**src/rtl/tetris_input_pkg.sv**
```systemverilog
// rtl/tetris_input_pkg.sv - action codes, pending-mask priority order and default queue depth
package tetris_input_pkg;

  localparam int DEFAULT_DEPTH = 8;
  localparam int NUM_MASK      = 7;

  typedef enum logic [3:0] {
    ACT_NONE      = 4'd0,
    ACT_LEFT      = 4'd1,
    ACT_RIGHT     = 4'd2,
    ACT_ROTATE    = 4'd3,
    ACT_SOFT_DROP = 4'd4,
    ACT_HARD_DROP = 4'd5,
    ACT_HOLD      = 4'd6,
    ACT_PAUSE     = 4'd7,
    ACT_RESET     = 4'd8
  } action_t;

  // Highest priority first.
  localparam action_t PRIO_ORDER [NUM_MASK] = '{
    ACT_PAUSE, ACT_HARD_DROP, ACT_ROTATE, ACT_LEFT, ACT_RIGHT, ACT_SOFT_DROP, ACT_HOLD
  };

  // Mask bit i holds action code i+1; RESET never lives in the mask.
  localparam logic [NUM_MASK-1:0] MOVE_MASK = 7'b011_1111;

  function automatic logic [NUM_MASK-1:0] act_bit(input action_t a);
    logic [NUM_MASK-1:0] b;
    b = '0;
    case (a)
      ACT_LEFT:      b[0] = 1'b1;
      ACT_RIGHT:     b[1] = 1'b1;
      ACT_ROTATE:    b[2] = 1'b1;
      ACT_SOFT_DROP: b[3] = 1'b1;
      ACT_HARD_DROP: b[4] = 1'b1;
      ACT_HOLD:      b[5] = 1'b1;
      ACT_PAUSE:     b[6] = 1'b1;
      default:       b    = '0;
    endcase
    return b;
  endfunction

  // Walk from lowest to highest priority so the highest set bit wins last.
  function automatic action_t prio_pick(input logic [NUM_MASK-1:0] m);
    action_t r;
    r = ACT_NONE;
    for (int i = NUM_MASK - 1; i >= 0; i--) begin
      if ((m & act_bit(PRIO_ORDER[i])) != '0) r = PRIO_ORDER[i];
    end
    return r;
  endfunction

endpackage

```
**src/rtl/action_fifo.sv**
```systemverilog
// rtl/action_fifo.sv - power-of-two action FIFO with single-cycle flush
module action_fifo
  import tetris_input_pkg::*;
#(
  parameter int DEPTH = DEFAULT_DEPTH,
  parameter int WIDTH = $bits(action_t)
) (
  input  logic             clk_i,
  input  logic             rst_i,
  input  logic             flush_i,
  input  logic             push_i,
  input  logic [WIDTH-1:0] push_data_i,
  input  logic             pop_i,
  output logic [WIDTH-1:0] head_o,
  output logic             full_o,
  output logic             empty_o
);

  localparam int AW = $clog2(DEPTH);

  logic [AW:0]      wptr_q, wptr_d, rptr_q, rptr_d;
  logic [WIDTH-1:0] mem_q [DEPTH];
  logic             do_pop, do_push, wr_en;
  logic [AW-1:0]    wr_addr;

  // Extra pointer bit separates full (MSBs differ) from empty (pointers equal).
  assign empty_o = (wptr_q == rptr_q);
  assign full_o  = (wptr_q[AW] != rptr_q[AW]) && (wptr_q[AW-1:0] == rptr_q[AW-1:0]);
  assign head_o  = mem_q[rptr_q[AW-1:0]];

  // Next pointers; a flush restarts at slot 0 and may load one entry at once.
  always_comb begin
    do_pop  = pop_i & ~empty_o;
    do_push = push_i & (~full_o | do_pop);
    rptr_d  = rptr_q;
    wptr_d  = wptr_q;
    wr_en   = do_push;
    wr_addr = wptr_q[AW-1:0];
    if (flush_i) begin
      rptr_d  = '0;
      wptr_d  = push_i ? {{AW{1'b0}}, 1'b1} : '0;
      wr_en   = push_i;
      wr_addr = '0;
    end else begin
      if (do_pop)  rptr_d = rptr_q + 1'b1;
      if (do_push) wptr_d = wptr_q + 1'b1;
    end
  end

  // Pointer registers, cleared asynchronously.
  always_ff @(posedge clk_i or posedge rst_i) begin
    if (rst_i) begin
      wptr_q <= '0;
      rptr_q <= '0;
    end else begin
      wptr_q <= wptr_d;
      rptr_q <= rptr_d;
    end
  end

  // Entry storage; contents are don't-care until pointed at.
  always_ff @(posedge clk_i) begin
    if (wr_en) mem_q[wr_addr] <= push_data_i;
  end

endmodule

```
**src/rtl/action_queue.sv**
```systemverilog
// rtl/action_queue.sv - button pulses to prioritised, back-pressured action stream
module action_queue
  import tetris_input_pkg::*;
#(
  parameter int DEPTH = DEFAULT_DEPTH
) (
  input  logic       clk_in,
  input  logic       reset_in,
  input  logic       reset_b,
  input  logic       pause_b,
  input  logic       left_b,
  input  logic       right_b,
  input  logic       rotate_b,
  input  logic       soft_drop_b,
  input  logic       hard_drop_b,
  input  logic       hold_b,
  input  logic       action_ready_in,
  output logic [3:0] action_out,
  output logic       action_valid_out,
  output logic       paused_out,
  output logic       overflow_out
);

  logic [NUM_MASK-1:0] mask_q, mask_d, pulse_v, accept, kept, push_bit;
  logic                paused_q, paused_d, ovf_q, ovf_d;
  logic                fifo_full, fifo_empty, pop, can_push;
  logic [3:0]          fifo_head, push_data;
  action_t             sel;

  assign pulse_v = {pause_b, hold_b, hard_drop_b, soft_drop_b, rotate_b, right_b, left_b};

  assign action_valid_out = ~fifo_empty;
  assign action_out       = fifo_empty ? ACT_NONE : fifo_head;
  assign paused_out       = paused_q;
  assign overflow_out     = ovf_q;

  assign pop       = action_valid_out & action_ready_in;
  assign sel       = prio_pick(mask_q);
  assign can_push  = (mask_q != '0) & (~fifo_full | pop);
  assign push_bit  = can_push ? act_bit(sel) : '0;
  assign push_data = reset_b ? ACT_RESET : sel;

  // Mask update, pause toggle and overflow detection; reset_b overrides all.
  always_comb begin
    accept = pulse_v;
    if (paused_q | pause_b) accept = accept & ~MOVE_MASK;
    kept = mask_q & ~push_bit;
    if (pause_b & ~paused_q) kept = kept & ~MOVE_MASK;
    mask_d   = kept | accept;
    paused_d = paused_q ^ pause_b;
    ovf_d    = ovf_q | (|(accept & kept));
    if (reset_b) begin
      mask_d   = '0;
      paused_d = 1'b0;
      ovf_d    = 1'b0;
    end
  end

  // Control state, cleared asynchronously.
  always_ff @(posedge clk_in or posedge reset_in) begin
    if (reset_in) begin
      mask_q   <= '0;
      paused_q <= 1'b0;
      ovf_q    <= 1'b0;
    end else begin
      mask_q   <= mask_d;
      paused_q <= paused_d;
      ovf_q    <= ovf_d;
    end
  end

  action_fifo #(
    .DEPTH (DEPTH),
    .WIDTH (4)
  ) u_fifo (
    .clk_i       (clk_in),
    .rst_i       (reset_in),
    .flush_i     (reset_b),
    .push_i      (reset_b | can_push),
    .push_data_i (push_data),
    .pop_i       (pop & ~reset_b),
    .head_o      (fifo_head),
    .full_o      (fifo_full),
    .empty_o     (fifo_empty)
  );

endmodule

```
**config.mk**
```make
export PLATFORM = sky130hd
export DESIGN_NAME = action_queue
export DESIGN_NICKNAME = d
export VERILOG_FILES = /design/src/rtl/tetris_input_pkg.sv /design/src/rtl/action_fifo.sv /design/src/rtl/action_queue.sv
export SDC_FILE = /design/constraint.sdc
export NUM_CORES = 1
export LEC_CHECK = 0
export CORE_ASPECT_RATIO = 1.1
export CORE_UTILIZATION = 50
export CTS_CLUSTER_SIZE = 24
export DETAILED_ROUTE_END_ITERATION = 7
export PLACE_DENSITY = 0.77
export REMOVE_ABC_BUFFERS = 1
export SETUP_SLACK_MARGIN = 0.02
export SYNTH_ARGS = -nofsm -noshare
export SYNTH_HDL_FRONTEND = slang
export SYNTH_SLANG_ARGS = --single-unit
```
**constraint.sdc**
```tcl
create_clock -name clk_in -period 2.2 [get_ports clk_in]
set_input_delay 0.33 -clock clk_in [delete_from_list [all_inputs] [get_ports clk_in]]
set_output_delay 0.33 -clock clk_in [all_outputs]
set_load 0.005 [all_outputs]
```
# == Word-level counts from Yosys, hierarchy flattened ==
# Memories as Yosys holds them, arrays and structs flattened.
# Cells that the tools add are included.
# totals
ramBits,32
memories,1
wordCells,74
regBits,17
# mem_list
name,words,width,rd,rd_clocked_by_memory_dff,wr,line_no,text
u_fifo.mem_q,8,4,1,0,1,action_fifo.sv:22,logic [WIDTH-1:0] mem_q [DEPTH];
# op_classes
add_sub_neg,2
eq_ne,10
n_reduce_logical,5
bitwise_logic,20
n_mux,31
# ops
cell,count
$mux W3,8
$mux W4,6
$and A7 B7 Y7,2
$mux W7,2
$mux W1,13
$eq A3 B3 Y1 const B,4
$mux W6,2
$add A4 B1 Y4 const B,2
$eq A4 B2 Y1 const B,2
$not A7 Y7,1
$or A7 B7 Y7,1
$reduce_bool A7 Y1,1
$reduce_or A7 Y1,1
$and A1 B1 Y1,6
$or A1 B1 Y1,5
$eq A4 B1 Y1 const B,1
$eq A4 B4 Y1,1
$not A1 Y1,4
$reduce_bool A2 Y1,2
$eq A3 B3 Y1,1
$logic_and A1 B1 Y1,1
$ne A1 B1 Y1,1
$xor A1 B1 Y1,1

# == Depth between registers and ports, before layout ==
# logic_depth
ltp_word,17
depth_mapped,8
depth_no_buf,7

# == Modules after synthesis ==
# A second synthesis with hierarchy kept.
# unflattened
hier_cells,208
hier_area_um2,2538.7
# modules_own_cells
mod,cells_each,instances,seq_area_each_um2,area_per_inst_um2
action_fifo,127,1,1161.1,1880.6
action_queue,81,1,225.2,658.1

# == Least setup slack after synthesis ==
# OpenSTA, ideal clock, no wires.
# synth_timing
kind,reg-to-reg
from,register u_fifo.rptr_q[2]
to,"memory u_fifo.mem_q[0][0], enable pin"
setup_time_ns,0.379
required_time_ns,1.821
n_path_buf,1
slack_ns,0.342
t_arrival_ns,1.479
path_stages_with_launch,6
cell_sequence,dfrtp_1 buf_4 xnor2_1 nand4_2 o21ai_2 o41ai_1
# synth_via
elab_chain_len,10
elab_cells_between_ends,16
cone_classes,eq/ne (2); mux (3); bitwise (10); reduce/logical (1)
# synth_rtl
item,line_no,text
from (decl),action_fifo.sv:21,"logic [AW:0] wptr_q, wptr_d, rptr_q, rptr_d;"
from (signal assigned),action_fifo.sv:57,rptr_q <= rptr_d;
$eq A4 B4 Y1 / $eq A3 B3 Y1 (equally long branches),"action_fifo.sv:27, action_fifo.sv:28",
$not A1 Y1 / $logic_and A1 B1 Y1 (equally long branches),"action_fifo.sv:33, action_queue.sv:32, action_fifo.sv:28",
$and A1 B1 Y1 / $not A1 Y1 (equally long branches),"action_queue.sv:37, action_fifo.sv:34, action_queue.sv:39",
$or A1 B1 Y1 / $and A1 B1 Y1 (equally long branches),"action_queue.sv:39, action_queue.sv:81",
$and A1 B1 Y1 (on tied branches),"action_queue.sv:39, action_fifo.sv:33",
$or A1 B1 Y1 (on tied branches),"action_queue.sv:79, action_fifo.sv:34",
$and A1 B1 Y1,action_fifo.sv:34,do_push = push_i & (~full_o | do_pop);
$mux W1 *,action_fifo.sv:39,if (flush_i) begin
$mux W1 *,action_fifo.sv:63,if (wr_en) mem_q[wr_addr] <= push_data_i;
$mux W1 (not written as such) *,action_fifo.sv:63,
to (decl),action_fifo.sv:22,
# Every way passes the cells marked *; elsewhere a longest branch is shown, timed or not.

# == Worst setup path after layout ==
# layout_timing
from,register u_fifo.rptr_q[1]
to,output action_out[3]
# layout_via
elab_chain_len,2
elab_cells_between_ends,3
cone_classes,eq/ne (1); mux (1); memory (1)
# layout_rtl
item,line_no,text
$mem_v2 Z8 W4 / $eq A4 B4 Y1 (equally long branches),-,
$mux W4 *,action_queue.sv:33,assign action_out = fifo_empty ? ACT_NONE : fifo_head;
to (decl),action_queue.sv:18,"output logic [3:0] action_out,"
# Marks and branches as above.

==> out/qor.yml <==
floorplan:
  die_w_um: 68.0
  core_um2: 4620
  die-area_um2: 5070
  ios: 18
  start_util_pct: 51.8
  rows: 26
  die_h_um: 74.6
sta:
  timing.final.crit_share_pct: 96.4
  clock_skew_ns: 0.00199
  min_period_ns: 2.12
  timing.final.ws_setup_ns: 0.0798
  finalMaxSlewViolations: 0
  setup_viol: 0
  fin_tns_setup_ns: 0
  rsz0062_at_grt: "true"
  hold_violations: 0
  fmax_ghz: 0.472
  worst_pin_slew_ns: 0.688
  slew_headroom_pct: 54.1
clock_network:
  clk_pin_slew_ns: 0.09
  htreeDepth: 2
  clock-sinks: 49
  worstSkewPairLatency_ns: 0.30
  clk_path_buf_depth: 2
  cts_hold_buffers: 0
  root_buffer: "clkbuf_8"
  cts_tree: "built"
  cts_buffers: 5
grt:
  grt_max_degree: 18
  antenna_found_initial: 0
  grt_pass1_wl_um: 7800
  grt-ovfl-total: 0
  first_global_vias: 1637
  track_usage_pct: 21.7
setup_path:
  path_max_fanout: 10
  end_kind: "primary output"
  cp.required_ns: 1.87
  r2r-end: "u_fifo.mem_q[4][2]$_DFFE_PP_"
  critical_path_class: "flop to primary output"
  setup.worst_path.start_class: "flop"
  arrival_ns: 1.79
  r2r_start: "u_fifo.rptr_q[0]$_DFFE_PP0P_"
  reg2reg_setup_slack_ns: 0.20
  r2r_cells: 6
routing:
  wirelength_um: 5000
  first_pass_iters: 4
  viasPerCell: 5.86
  antenna_left: 0
  remaining_drc_errors: 0
  wl_per_cell_um: 17.1
  drt_iter0_markers: 117
  vias: 1712
worst_hold_path:
  hp-class: "input port to asynchronous set/reset pin"
placed_design:
  gp_congestion: 0.881
  dpl.cell_count: 276
  port_buffers: 17
  dp_slack_ns: 0.0424
  post-dp-hpwl_um: 3510
  placed_cell_area_um2: 2750
pwr:
  powerDensity_nw_per_um2: 832
  power_leakage_uw: 0.00113
  p_total_uw: 2470
  ir_worst_vdd_mv: 0.383
logic_synthesis:
  synth_top_flop_cell: "edfxtp_1"
  synth_cell_type_count: 46
  synth-seq-area-share_pct: 57.9
  synthCells: 193
  synth_area_um2: 2390
  synth_seq_cells: 49
  ys_warn_count: 0
  synth-edff-count: 32
  syn_area_per_cell_um2: 12.4
  synth-async-reset-ratio_pct: 34.7
final_layout:
  ff_latch_area_um2: 1390
  drive_gt1_share_pct: 24.2
  antennaDiodeCount: 0
  final_design_area_no_fill_um2: 2960
  final_net_count: 250
  final_common_cell: "edfxtp_1"
  area_growth_syn_to_layout_pct: 23.8
  final_cell_mix: "edfxtp_1, buf_4, nor2_1"
  finalNonFillerCells: 292
  fill_cells: 362
  multi_input_area_um2: 968
outcome:
  status: "finished, final reports clean"
flow_run:
  max_cap_viol_count: 0
==> per-stage QoR <==
stage / util, % / hold WS, ns
2_1_floorplan: - / 0.256
3_3_place_gp: 59.5 / 0.542
3_5_place_dp: 59.5 / 0.555
4_1_cts: 63.5 / 0.439
5_1_grt: 64.1 / 0.507
6_report: 64.1 / 0.420
==> metal layers <==
| layer | up-vias | share of wire, % | track usage (%) | wire length, um |
|---|---|---|---|---|
| met1 | 835 | 42 | 26.0 | 2070 |
| met3 | 17 | 3.5 | 4.14 | 174 |
| li1 | 809 | - | - | - |
| met5 | - | 0 | 0 | 0 |
| met4 | 0 | 2.5 | 10.2 | 123 |
| met2 | 51 | 53 | 37.1 | 2620 |
==> logic make-up (layout without fill, tap and decap cells) <==
group           after synthesis  in the layout  synth area share, %
xor+xnor                      8              8                 2.93
compound gates               36             36                 10.1
fa+ha+maj                     4              4                 2.09
simple gates                 63             63                 13.7
flops                        49             49                 57.9
mux                          13             13                 9.62
buf+inv                      20             63                 3.61
==> sequential cells by signal (all words and copies together) (netlist names) <==
| name | cells |
|---|---|
| mask_q | 7 |
| overflow_out | 1 |
| u_fifo.mem_q | 32 |
| paused_out | 1 |
| u_fifo.rptr_q | 4 |
| u_fifo.wptr_q | 4 |
==> cell usage after synthesis (3+ instances only) <==
cell | number | area share [%]
o21ai_0 | 3 | 0.63
ha_1 | 4 | 2.1
o211ai_1 | 6 | 1.9
buf_2 | 4 | 0.84
clkbuf_1 | 4 | 0.63
mux4_2 | 8 | 7.5
edfxtp_1 | 32 | 40
dfrtp_1 | 17 | 18
nor2_1 | 23 | 3.6
xnor2_1 | 3 | 1.1
mux2i_1 | 5 | 2.1
xor2_1 | 5 | 1.8
nand2b_1 | 3 | 0.78
and4b_1 | 3 | 1.3
inv_1 | 9 | 1.4
nand2_1 | 11 | 1.7
a21oi_1 | 13 | 2.7
nand3_1 | 6 | 1.3
==> report_power, final <==
| part | switching (uW) | internal, uW | total, uW | leakage, uW |
|---|---|---|---|---|
| combinational | 356 | 455 | 812 | 0.000567 |
| sequential | 62.6 | 1050 | 1110 | 0.000521 |
| clock | 313 | 226 | 539 | 0.0000445 |
==> worst max-delay path by stage <==
stage | endpoint | from | depth (start not counted)
floorplan | u_fifo.mem_q[0][0]$_DFFE_PP_ | u_fifo.rptr_q[0]$_DFFE_PP0P_ | 4
global placement | overflow_out$_DFF_PP0_ | pause_b | 8
detailed placement | overflow_out$_DFF_PP0_ | pause_b | 8
CTS | action_valid_out | u_fifo.rptr_q[0]$_DFFE_PP0P_ | 6
global route | action_out[2] | u_fifo.rptr_q[0]$_DFFE_PP0P_ | 6
finish | action_out[3] | u_fifo.rptr_q[1]$_DFFE_PP0P_ | 7
==> repair_timing <==
action                     4_1_cts  5_1_grt
cloned                           1        0
pin swaps                        2        2
setup buffers                    5        2
setup endpoints to repair        5        5
gates resized for setup         18        5
==> layout make-up <==
cell class / count / share of cell area, %
Clock buffer: 5 / 2.32
Timing Repair Buffer: 45 / 13.7
Sequential cell: 49 / 46.9
Clock inverter: 3 / 0.718
Inverter: 10 / 1.31
Tap cell: 56 / 2.36
Multi-Input combinational cell: 124 / 32.7
==> worst max-delay path, stage by stage, from the launching register on <==
cell             delay (ns)
dfrtp_2                0.54
xnor2_4                0.24
nand3_2                0.12
nor2_4                 0.11
buf_4                  0.13
buf_4                  0.11
nor2_1                 0.04
clkdlybuf4s15_1        0.19
(Power assumes the default switching activity.)
